<file path="src/rtl/ex_mem_stage.sv">
// ----------------------------------------------------------------------------
// ex_mem_stage
// Two-entry elastic register between the execute unit and the memory stage.
// Carries the execute result bundle (opcode, rd write-enable/address/data)
// with valid/ready handshaking on both sides, a synchronous flush and
// optional suppression of writes to register x0.
//
// State table
//   state    | meaning
//   ST_EMPTY | no valid entry, count 0
//   ST_ONE   | main register valid, count 1
//   ST_FULL  | main and skid registers valid, count 2
//
// Ports
//   clk        clock, rising edge
//   rst        asynchronous reset, active-low
//   flush      synchronous kill of all held entries
//   in_valid   execute offers a bundle
//   in_ready   stage can accept this cycle (registered)
//   opcode_i   opcode from execute
//   rd_we_i    writeback enable from execute
//   rd_addr_i  destination register
//   rd_data_i  result data
//   out_valid  head entry valid toward the memory stage
//   out_ready  memory stage accepts head
//   opcode_o   head opcode
//   rd_we      head write enable, gated by out_valid
//   rd_addr    head destination
//   rd_data    head data
//   count      occupancy, 0..2
// ----------------------------------------------------------------------------
module ex_mem_stage #(
    parameter int OP_W      = 7,
    parameter int RA_W      = 5,
    parameter int XLEN      = 32,
    parameter int ZERO_KILL = 1
) (
    input  logic            clk,
    input  logic            rst,
    input  logic            flush,
    input  logic            in_valid,
    output logic            in_ready,
    input  logic [OP_W-1:0] opcode_i,
    input  logic            rd_we_i,
    input  logic [RA_W-1:0] rd_addr_i,
    input  logic [XLEN-1:0] rd_data_i,
    output logic            out_valid,
    input  logic            out_ready,
    output logic [OP_W-1:0] opcode_o,
    output logic            rd_we,
    output logic [RA_W-1:0] rd_addr,
    output logic [XLEN-1:0] rd_data,
    output logic [1:0]      count
);

    // Bundle layout: {opcode, we, addr, data}
    localparam int BW = OP_W + 1 + RA_W + XLEN;

    typedef enum logic [1:0] {
        ST_EMPTY = 2'd0,
        ST_ONE   = 2'd1,
        ST_FULL  = 2'd2
    } state_t;

    state_t          state_q, state_d;
    logic [BW-1:0]   main_q, main_d;
    logic [BW-1:0]   skid_q, skid_d;
    logic            in_ready_q, in_ready_d;

    logic            push;
    logic            pop;
    logic            cap_we;
    logic [BW-1:0]   cap_bundle;

    assign out_valid = (state_q != ST_EMPTY);
    assign in_ready  = in_ready_q;
    assign push      = in_valid & in_ready_q;
    assign pop       = out_valid & out_ready;

    // x0 suppression is applied once, at capture, so the stored bundle is
    // never modified afterwards.
    assign cap_we     = rd_we_i & ((ZERO_KILL == 0) || (rd_addr_i != '0));
    assign cap_bundle = {opcode_i, cap_we, rd_addr_i, rd_data_i};

    always_comb begin
        state_d = state_q;
        main_d  = main_q;
        skid_d  = skid_q;

        if (flush) begin
            // Held entries and any same-cycle push are dropped; a same-cycle
            // pop has already been seen by the consumer.
            state_d = ST_EMPTY;
        end else begin
            case (state_q)
                ST_EMPTY: begin
                    if (push) begin
                        main_d  = cap_bundle;
                        state_d = ST_ONE;
                    end
                end
                ST_ONE: begin
                    if (push && pop) begin
                        main_d = cap_bundle;
                    end else if (push) begin
                        skid_d  = cap_bundle;
                        state_d = ST_FULL;
                    end else if (pop) begin
                        state_d = ST_EMPTY;
                    end
                end
                ST_FULL: begin
                    // in_ready is low here, so only a pop can happen.
                    if (pop) begin
                        main_d  = skid_q;
                        state_d = ST_ONE;
                    end
                end
                default: begin
                    state_d = ST_EMPTY;
                end
            endcase
        end

        in_ready_d = (state_d != ST_FULL);
    end

    always_ff @(posedge clk or negedge rst) begin
        if (!rst) begin
            state_q    <= ST_EMPTY;
            main_q     <= '0;
            skid_q     <= '0;
            in_ready_q <= 1'b1;
        end else begin
            state_q    <= state_d;
            main_q     <= main_d;
            skid_q     <= skid_d;
            in_ready_q <= in_ready_d;
        end
    end

    // Payload outputs show the main register and hold when out_valid is low.
    assign opcode_o = main_q[BW-1 -: OP_W];
    assign rd_we    = main_q[XLEN + RA_W] & out_valid;
    assign rd_addr  = main_q[XLEN +: RA_W];
    assign rd_data  = main_q[XLEN-1:0];
    assign count    = state_q;

endmodule

</file>
<file path="config.mk">
export PLATFORM = sky130hd
export DESIGN_NAME = ex_mem_stage
export DESIGN_NICKNAME = d
export VERILOG_FILES = /design/src/rtl/ex_mem_stage.sv
export SDC_FILE = /design/constraint.sdc
export NUM_CORES = 1
export LEC_CHECK = 0
export ABC_AREA = 1
export ABC_CLOCK_PERIOD_IN_PS = 3930
export CORE_MARGIN = 2
export CORE_UTILIZATION = 35
export DETAILED_ROUTE_END_ITERATION = 6
export HOLD_SLACK_MARGIN = 0.12
export REMOVE_ABC_BUFFERS = 1
export SKIP_CTS_REPAIR_TIMING = 1
export SYNTH_ARGS = -nofsm -noshare
export SYNTH_HDL_FRONTEND = slang
export SYNTH_SLANG_ARGS = --single-unit
</file>
<file path="constraint.sdc">
create_clock -name clk -period 3.93 [get_ports clk]
set_input_delay 0.393 -clock clk [delete_from_list [all_inputs] [get_ports clk]]
set_output_delay 0.393 -clock clk [all_outputs]
set_load 0.01 [all_outputs]
</file>
==> reports/results.tsv, run 1 <==
metric	value	unit
wl_per_cell	11.6	µm
tightest_slew	985	ps
cts_buffers	9	
cp_max_fo	48	
coreArea	12500	µm²
post-route-cell-area	5490	µm²
synth_seq_cells	93	
path_clk_slew	60	ps
power_frac_seq	47.0	%
synth.area.top_cells	dfrtp_1, nand2_1, o21ai_0	
die_h	116	µm
yosysUniqueCellTypes	17	
synth_edf_count	0	
fin_crit_sh	56.3	%
cts_tree	yes	
std_cell_rows	41	
layout.nets	653	
start_util	35.4	%
leakagePower	0.00269	µW
placed_area	5200	µm²
yosysTopAreaCell	dfrtp_1	
hpwlAfterDp	5990	µm
cts.root.buffer_cell	clkbuf_16	
skew	3.89	ps
rsz0062_at_grt	no	
async_flop_share	100	%
numClockSinks	93	
antenna_found_initial	0	
top_layer	met4	
sw_frac_of_total	27.0	%
p_sw	749	µW
status	finished, final reports clean	
drive_gt1_share	3.62	%
clockBufferDepth	2	
synth.most_common_cell	nand2_1	
vias_per_cell	4.36	
drtPass1Iterations	4	
clk_latency	330	ps
post-route-util	44.1	%
cp_common_cell	nand2_1	
timing.fmax	452	MHz
n_antenna_cell	0	
powerDensity	506	nW/µm²
critPathBufInv	2	
overflow	0	
maxCapViolations	0	
area_growth_syn_to_layout	24.4	%
route.vias.total	3394	
slowest_delay	560	ps
slew_headroom	34.2	%
synth_seq_area_share	52.7	%
yosysTopAreaCellShare	52.1	%
routabilityCongestion	0.829	
postRouteAntennaNets	0	
hold_class	primary input to asynchronous set/reset pin	
post-route-min-period	2210	ps
dr_wl_met3	364	µm
p_int	2030	µW
netlist_area	4420	µm²
power	2780	µW
die_w	116	µm
grt_max_degree	60	
ys_top_cells_by_count	nand2_1, dfrtp_1, o21ai_0	
syn_avg_cell_area	7.89	µm²
setup_viol	0	
critical_path_required	4130	ps
crit_path_cell_trace	clkdlybuf4s50_1, nand2_1, nor2_1, nand3_2, buf_4, nand2_1, o21ai_0	
synth-main-ff-cell	dfrtp_1	
routed-wl-met2	4090	µm
grt_util_all_layers	14.2	%
clkPwrFrac	31.2	%
htree_levels	3	
io_pins	99	
numPortBuffers	98	
final-max-slew-violation-count	0	
ir_drop	0.220	mV
cp.arrival	2410	ps
setup_tns	0	ps
yosysWarnings	0	
cpLargestDelayFamily	buffers and inverters	
grt_pass1_vias	3411	
drt_iter0_drc	189	
worst_setup_path_end_kind	register	
wl_met1	4380	µm
synth_cells	560	
worstSetupPathType	primary input to register	
die_area	13500	µm²
drcViolationCount	0	
cp_slowest_cell	nand3_2	
routed_wl	9010	µm
grt_first_pass_wirelength	15300	µm
start_kind	primary input	
p_comb_share	21.8	%
finalHoldViolCount	0	
[final timing paths]
check                                  startpoint                endpoint  slack [ps]  depth (start not counted)
max in group asynchronous                     rst  skid_q[32]$_DFFE_PN0P_        2840                          2
max reg2reg                    in_ready$_DFF_PN1_  skid_q[17]$_DFFE_PN0P_        1730                          6
min                                           rst   main_q[0]$_DFFE_PN0P_         130                          1
min reg2reg                main_q[33]$_DFFE_PN0P_  main_q[33]$_DFFE_PN0P_         480                          2
min in group clk           main_q[33]$_DFFE_PN0P_  main_q[33]$_DFFE_PN0P_         480                          2
max                                      in_valid  skid_q[17]$_DFFE_PN0P_        1720                          7
[layout by cell type (no fill, tap or decap)]
cell and instances:
nand4_1 1, a21boi_0 1, a22oi_1 1, dfrtp_1 92
nor2_4 2, clkbuf_1 3, nor2_1 8, nand3_2 1
inv_1 54, nand3_1 5, clkdlybuf4s50_1 97, buf_4 5
dfstp_2 1, clkbuf_16 9, bufinv_16 1, nand4_2 1
clkbuf_8 2, o21ai_0 89, nand2_1 234
[power groups by stage]
stage               Sequential (µW)  Combinational, µW  Clock (µW)
finish                         1310                604         867
detailed placement             1320                616           0
floorplan                      1340                232           0
global placement               1310                601           0
CTS                            1310                617         891
global route                   1340                687         938
[per-stage QoR]
| step | instances | hold WS (ps) | setup WS, ps |
|---|---|---|---|
| after floorplan | 490 | 97.4 | 1470 |
| after global placement | 764 | 461 | 1420 |
| after detailed placement | 764 | 464 | 1330 |
| after CTS | 779 | 154 | 1680 |
| after global routing | 779 | 195 | 1470 |
| final | 779 | 133 | 1720 |
[cells by family after synthesis]
kind of cell	Yosys count	share of synthesized area, %
buffers and inverters	124	14.7
and+or+nand+nor	252	22.2
AOI/OAI and AO/OA	91	10.4
DFF	93	52.7
[flip-flops by register name, summed over array words and instances (netlist names)]
register,count
skid_q,45
in_ready,1
main_q,45
count,2
[cell type report]
| type | count | area (µm²) |
|---|---|---|
| multi-input combinational | 343 | 1450 |
| tap | 172 | 215 |
| clock buffer | 14 | 264 |
| sequential | 93 | 2330 |
| timing repair buffer | 102 | 1010 |
| fill | 1266 | 6970 |
| inverter | 54 | 203 |
| clock inverter | 1 | 30.0 |
[layer usage]
layer  vias up  track usage, %
li1       1757               -
met1      1555            18.7
met2        69            23.0
met3        13            2.65
met4         0            6.03
met5         -               0
(Power assumes the default switching activity.)
==> inputs of run 2 (changes only) <==
Settings changed: ABC_CLOCK_PERIOD_IN_PS 3930 to 1800.
Clock period 3.93 ns to 1.8 ns, I/O delays scaled along.
==> run 2 against run 1 <==
Flip-flop and latch count unchanged. Clock skew up 0.60 ps. Core utilization increased by 1.7 points. Sequential power grew 120%. Critical path depth down 4. Highest routed layer unchanged.
==> reports/results.tsv, run 2 (synthesized netlist as in run 1, its figures left out) <==
metric	value	unit	change
status	finished, final reports clean		
drcViolationCount	0		unchanged
p_int	4980	µW	+150%
setup_tns	0	ps	unchanged
path_clk_slew	60	ps	about the same
grt_max_degree	91		+52%
drtPass1Iterations	4		unchanged
htree_levels	3		unchanged
cp_max_fo	5		-90%
critical_path_required	1620	ps	-2510 ps
layout.nets	660		+1.1%
setup_viol	0		unchanged
fin_crit_sh	95.5	%	
routed_wl	8810	µm	-2.2%
p_sw	1660	µW	+120%
area_growth_syn_to_layout	29.1	%	
drt_iter0_drc	199		+5.3%
drive_gt1_share	5.20	%	+1.6 points
hold_ws	353	ps	+220 ps
sw_frac_of_total	25.0	%	-2.0 points
start_util	35.4	%	unchanged
p_comb_share	20.3	%	-1.5 points
grt_pass1_vias	3423		+0.35%
start_kind	register		
ir_drop	0.542	mV	+150%
die_w	116	µm	unchanged
fin_ws	81.2	ps	-1640 ps
clkPwrFrac	37.0	%	+5.8 points
leakagePower	0.00278	µW	+3.5%
routabilityCongestion	0.744		-10%
io_pins	99		unchanged
preCtsSetupSlack	162	ps	-1170 ps
die_area	13500	µm²	unchanged
skew	4.49	ps	+0.601 ps
grt_first_pass_wirelength	15300	µm	+0.37%
hpwlAfterDp	6010	µm	+0.32%
hold_class	primary input to asynchronous set/reset pin		
n_antenna_cell	0		unchanged
layout_commonest_cell	nand2_1		
die_h	116	µm	unchanged
coreArea	12500	µm²	unchanged
cp.arrival	1540	ps	-870 ps
power	6650	µW	+140%
maxCapViolations	0		unchanged
finalHoldViolCount	0		unchanged
post-route-min-period	1720	ps	
worst_setup_path_end_kind	primary output		
antenna_found_initial	0		unchanged
final-max-slew-violation-count	0		unchanged
route.vias.total	3467		+2.2%
tightest_slew	519	ps	-466 ps
grt_util_all_layers	14.2	%	-0.028 points
worstSetupPathType	register to primary output		
slew_headroom	65.4	%	+31 points
powerDensity	1170	nW/µm²	+130%
cts_tree	yes		
clockBufferDepth	2		unchanged
rsz0062_at_grt	no		
postRouteAntennaNets	0		unchanged
cts_buffers	9		unchanged
std_cell_rows	41		unchanged
vias_per_cell	4.41		+1.1%
overflow	0		unchanged
wl_per_cell	11.2	µm	-3.2%
numPortBuffers	98		unchanged
final_cell_mix	nand2_1, clkdlybuf4s50_1, dfrtp_1		
power_frac_seq	42.7	%	-4.3 points
timing.fmax	582	MHz	
clk_latency	340	ps	about the same
cts.root.buffer_cell	clkbuf_16		
numClockSinks	93		unchanged
==> run 2: changes by cell type in the layout (fill, tap and decap cells not counted), sizes merged <==
cell / before / now
buf: 5 / 11
bufinv: 1 / 5
clkbuf: 14 / 10
clkinvlp: 0 / 1
dlygate4sd3: 0 / 1
==> run 2: cell type report <==
class | count | area (µm²)
inverters | 54 | 203
flip-flops and latches | 93 | 2330
multi-input cells | 343 | 1450
repair buffers | 109 | 1110
clock inverters | 6 | 158
fillers | 1249 | 6760
well taps | 172 | 215
clock buffers | 10 | 239
==> run 2: per-stage QoR <==
stage / std cells / instance area (µm²) / utilization, %
after detailed placement: 770 / 5300 / 42.5
after CTS: 786 / 5690 / 45.7
after global placement: 770 / 5300 / 42.5
final: 787 / 5700 / 45.7
after global routing: 787 / 5700 / 45.7
after floorplan: 490 / 3970 / -
==> run 2: critical path, cell delays in order (launching register included) <==
cell,delay (ps)
dfrtp_1,440
nor2_1,210
inv_1,80
clkdlybuf4s50_1,480
==> run 2: path summary, 6_finish.rpt <==
check / end / cells past startpoint / slack, ps / start
max reg2reg: skid_q[42]$_DFFE_PN0P_ / 5 / 270 / in_ready$_DFF_PN1_
max: out_valid / 3 / 80 / count[0]$_DFF_PN0_
max in group asynchronous: skid_q[41]$_DFFE_PN0P_ / 3 / 800 / rst
min in group clk: skid_q[4]$_DFFE_PN0P_ / 3 / 420 / rd_data_i[4]
min: skid_q[2]$_DFFE_PN0P_ / 2 / 350 / rst
min reg2reg: main_q[33]$_DFFE_PN0P_ / 2 / 480 / main_q[33]$_DFFE_PN0P_
==> run 2: power by group through the flow <==
stage / sequential, µW / clock, µW / combinational, µW
3_5_place_dp: 2870 / 0 / 1370
4_1_cts: 2840 / 2540 / 1380
6_report: 2840 / 2460 / 1350
5_1_grt: 2900 / 2620 / 1530
3_3_place_gp: 2860 / 0 / 1340
2_1_floorplan: 2940 / 0 / 507
==> run 2: metal layers <==
| metal | part of all wire (%) | GRT usage (%) | vias to the layer above |
|---|---|---|---|
| li1 | - | - | 1771 |
| met1 | 48 | 18.6 | 1611 |
| met2 | 46 | 22.6 | 72 |
| met3 | 4.6 | 3.37 | 13 |
| met4 | 1.6 | 5.79 | 0 |
| met5 | 0 | 0 | - |
==> inputs of run 3 (changes only) <==
Settings changed: CORE_MARGIN 2 to default.
==> run 3 against run 2 <==
Worst setup slack better by 26 ps. Via count decreased by 2.0%. Total power fell by 9.5%. Fmax up 1.5%. Worst hold slack worse by 21 ps. Sequential power about the same. Clock skew increased by 1.7 ps. Register-to-register slack worse by 20 ps. Flip-flop and latch count stayed put. Critical path type unchanged. Largest power group unchanged.
==> reports/results.tsv, run 3 (synthesized netlist as in run 1, its figures left out) <==
metric	value	unit	change
coreArea	12200	µm²	-2.4%
drt_iter0_drc	191		-4.0%
layout_commonest_cell	nand2_1		
r2r_slack	250	ps	-20 ps
numClockSinks	93		unchanged
cts_tree	yes		
grt_max_degree	91		unchanged
worstSetupPathType	register to primary output		
maxCapViolations	0		unchanged
timing.fmax	591	MHz	+1.5%
routed_wl	8620	µm	-2.1%
fill_cells	1196		-4.2%
routabilityCongestion	0.827		+11%
die_w	114	µm	-1.7%
vias_per_cell	4.35		-1.2%
cp_max_fo	5		unchanged
setup_tns	0	ps	unchanged
hpwlAfterDp	5780	µm	-3.7%
critical_path_required	1620	ps	about the same
worstRegToRegCells	7		+2
slew_headroom	71.5	%	+6.1 points
r2r-start	count[0]$_DFF_PN0_		
status	finished, final reports clean		
grt_pass1_vias	3253		-5.0%
power	6020	µW	-9.5%
std_cell_rows	40		-2.4%
skew	6.16	ps	+1.67 ps
area_growth_syn_to_layout	27.0	%	
numPortBuffers	98		unchanged
setup_viol	0		unchanged
placed_area	5300	µm²	about the same
ir_drop	0.416	mV	-23%
hold_class	primary input to asynchronous set/reset pin		
final-max-slew-violation-count	0		unchanged
path_clk_slew	60	ps	about the same
start_kind	register		
cp.arrival	1510	ps	-30 ps
layout.nets	658		-0.30%
overflow	0		unchanged
finalHoldViolCount	0		unchanged
cts.root.buffer_cell	clkbuf_16		
post-route-min-period	1690	ps	-25.8 ps
clk_latency	330	ps	about the same
wl_per_cell	11.0	µm	-1.3%
rsz0062_at_grt	no		
leakagePower	0.00274	µW	-1.4%
die_area	13100	µm²	-3.4%
r2r-end	main_q[25]$_DFFE_PN0P_		
fin_crit_sh	94.1	%	-1.4 points
drtPass1Iterations	5		+1
grt_first_pass_wirelength	15000	µm	-2.3%
cts_buffers	9		unchanged
antenna_found_initial	0		unchanged
start_util	36.3	%	+0.89 points
clockBufferDepth	2		unchanged
drcViolationCount	0		unchanged
grt_util_all_layers	14.4	%	+0.20 points
io_pins	99		unchanged
hold_ws	332	ps	-20.7 ps
die_h	114	µm	-1.7%
cp-startpoint	count[0]$_DFF_PN0_		
n_antenna_cell	0		unchanged
final_cell_mix	nand2_1, clkdlybuf4s50_1, dfrtp_1		
worst_setup_path_end_kind	primary output		
post-route-cell-area	5610	µm²	-1.6%
htree_levels	3		unchanged
powerDensity	1070	nW/µm²	-8.0%
postRouteAntennaNets	0		unchanged
tightest_slew	427	ps	-92.0 ps
drive_gt1_share	4.89	%	-0.31 points
route.vias.total	3399		-2.0%
## run 3: cell types whose count changed in the layout (fill, tap and decap cells not counted)
| cell | before | now |
|---|---|---|
| bufinv_16 | 5 | 0 |
| buf_4 | 7 | 3 |
| clkbuf_8 | 1 | 4 |
| buf_12 | 4 | 6 |
| clkinv_2 | 0 | 2 |
## run 3: worst max-delay path by stage
stage | endpoint | slack [ps] | depth (start not counted)
finish | out_valid | 110 | 3
global route | out_valid | 0.8 | 3
CTS | out_valid | 80 | 3
detailed placement | skid_q[27]$_DFFE_PN0P_ | 190 | 7
global placement | main_q[38]$_DFFE_PN0P_ | 250 | 8
floorplan | main_q[37]$_DFFE_PN0P_ | -660 | 7
## run 3: stage by stage
| step | std cells | util [%] | setup WS (ps) |
|---|---|---|---|
| final | 781 | 46.1 | 107 |
| after global routing | 781 | 46.1 | 0.762 |
| after CTS | 780 | 46.0 | 84.8 |
| after detailed placement | 764 | 43.6 | 189 |
| after global placement | 764 | 43.6 | 249 |
| after floorplan | 490 | - | -664 |
## run 3: area by class of cell
| type | instances | area, µm² | share of cell area [%] |
|---|---|---|---|
| Multi-Input combinational cell | 343 | 1450 | 25.8 |
| Sequential cell | 93 | 2330 | 41.5 |
| Inverter | 54 | 203 | 3.61 |
| Clock inverter | 3 | 17.5 | 0.312 |
| Timing Repair Buffer | 107 | 1120 | 20.0 |
| Clock buffer | 13 | 280 | 5.00 |
| Tap cell | 168 | 210 | 3.75 |
## run 3: power by group
| part | switching, µW | internal [µW] | leakage [µW] |
|---|---|---|---|
| Combinational | 618 | 732 | 0.00143 |
| Sequential | 261 | 2580 | 0.00117 |
| Clock | 743 | 1080 | 0.000148 |
| Total | 1620 | 4390 | 0.00274 |
## run 3: worst max-delay path, stage by stage (launching register included)
cell and delay [ps]:
dfrtp_1 440, nor2_1 190, inv_1 80, clkdlybuf4s50_1 480
## run 3: metal layers
layer,GRT usage [%],wire length [µm],up-vias
li1,-,-,1775
met1,20.1,4400,1526
met2,21.9,3690,88
met5,0,0,-
met3,2.54,415,10
met4,6.06,112,0
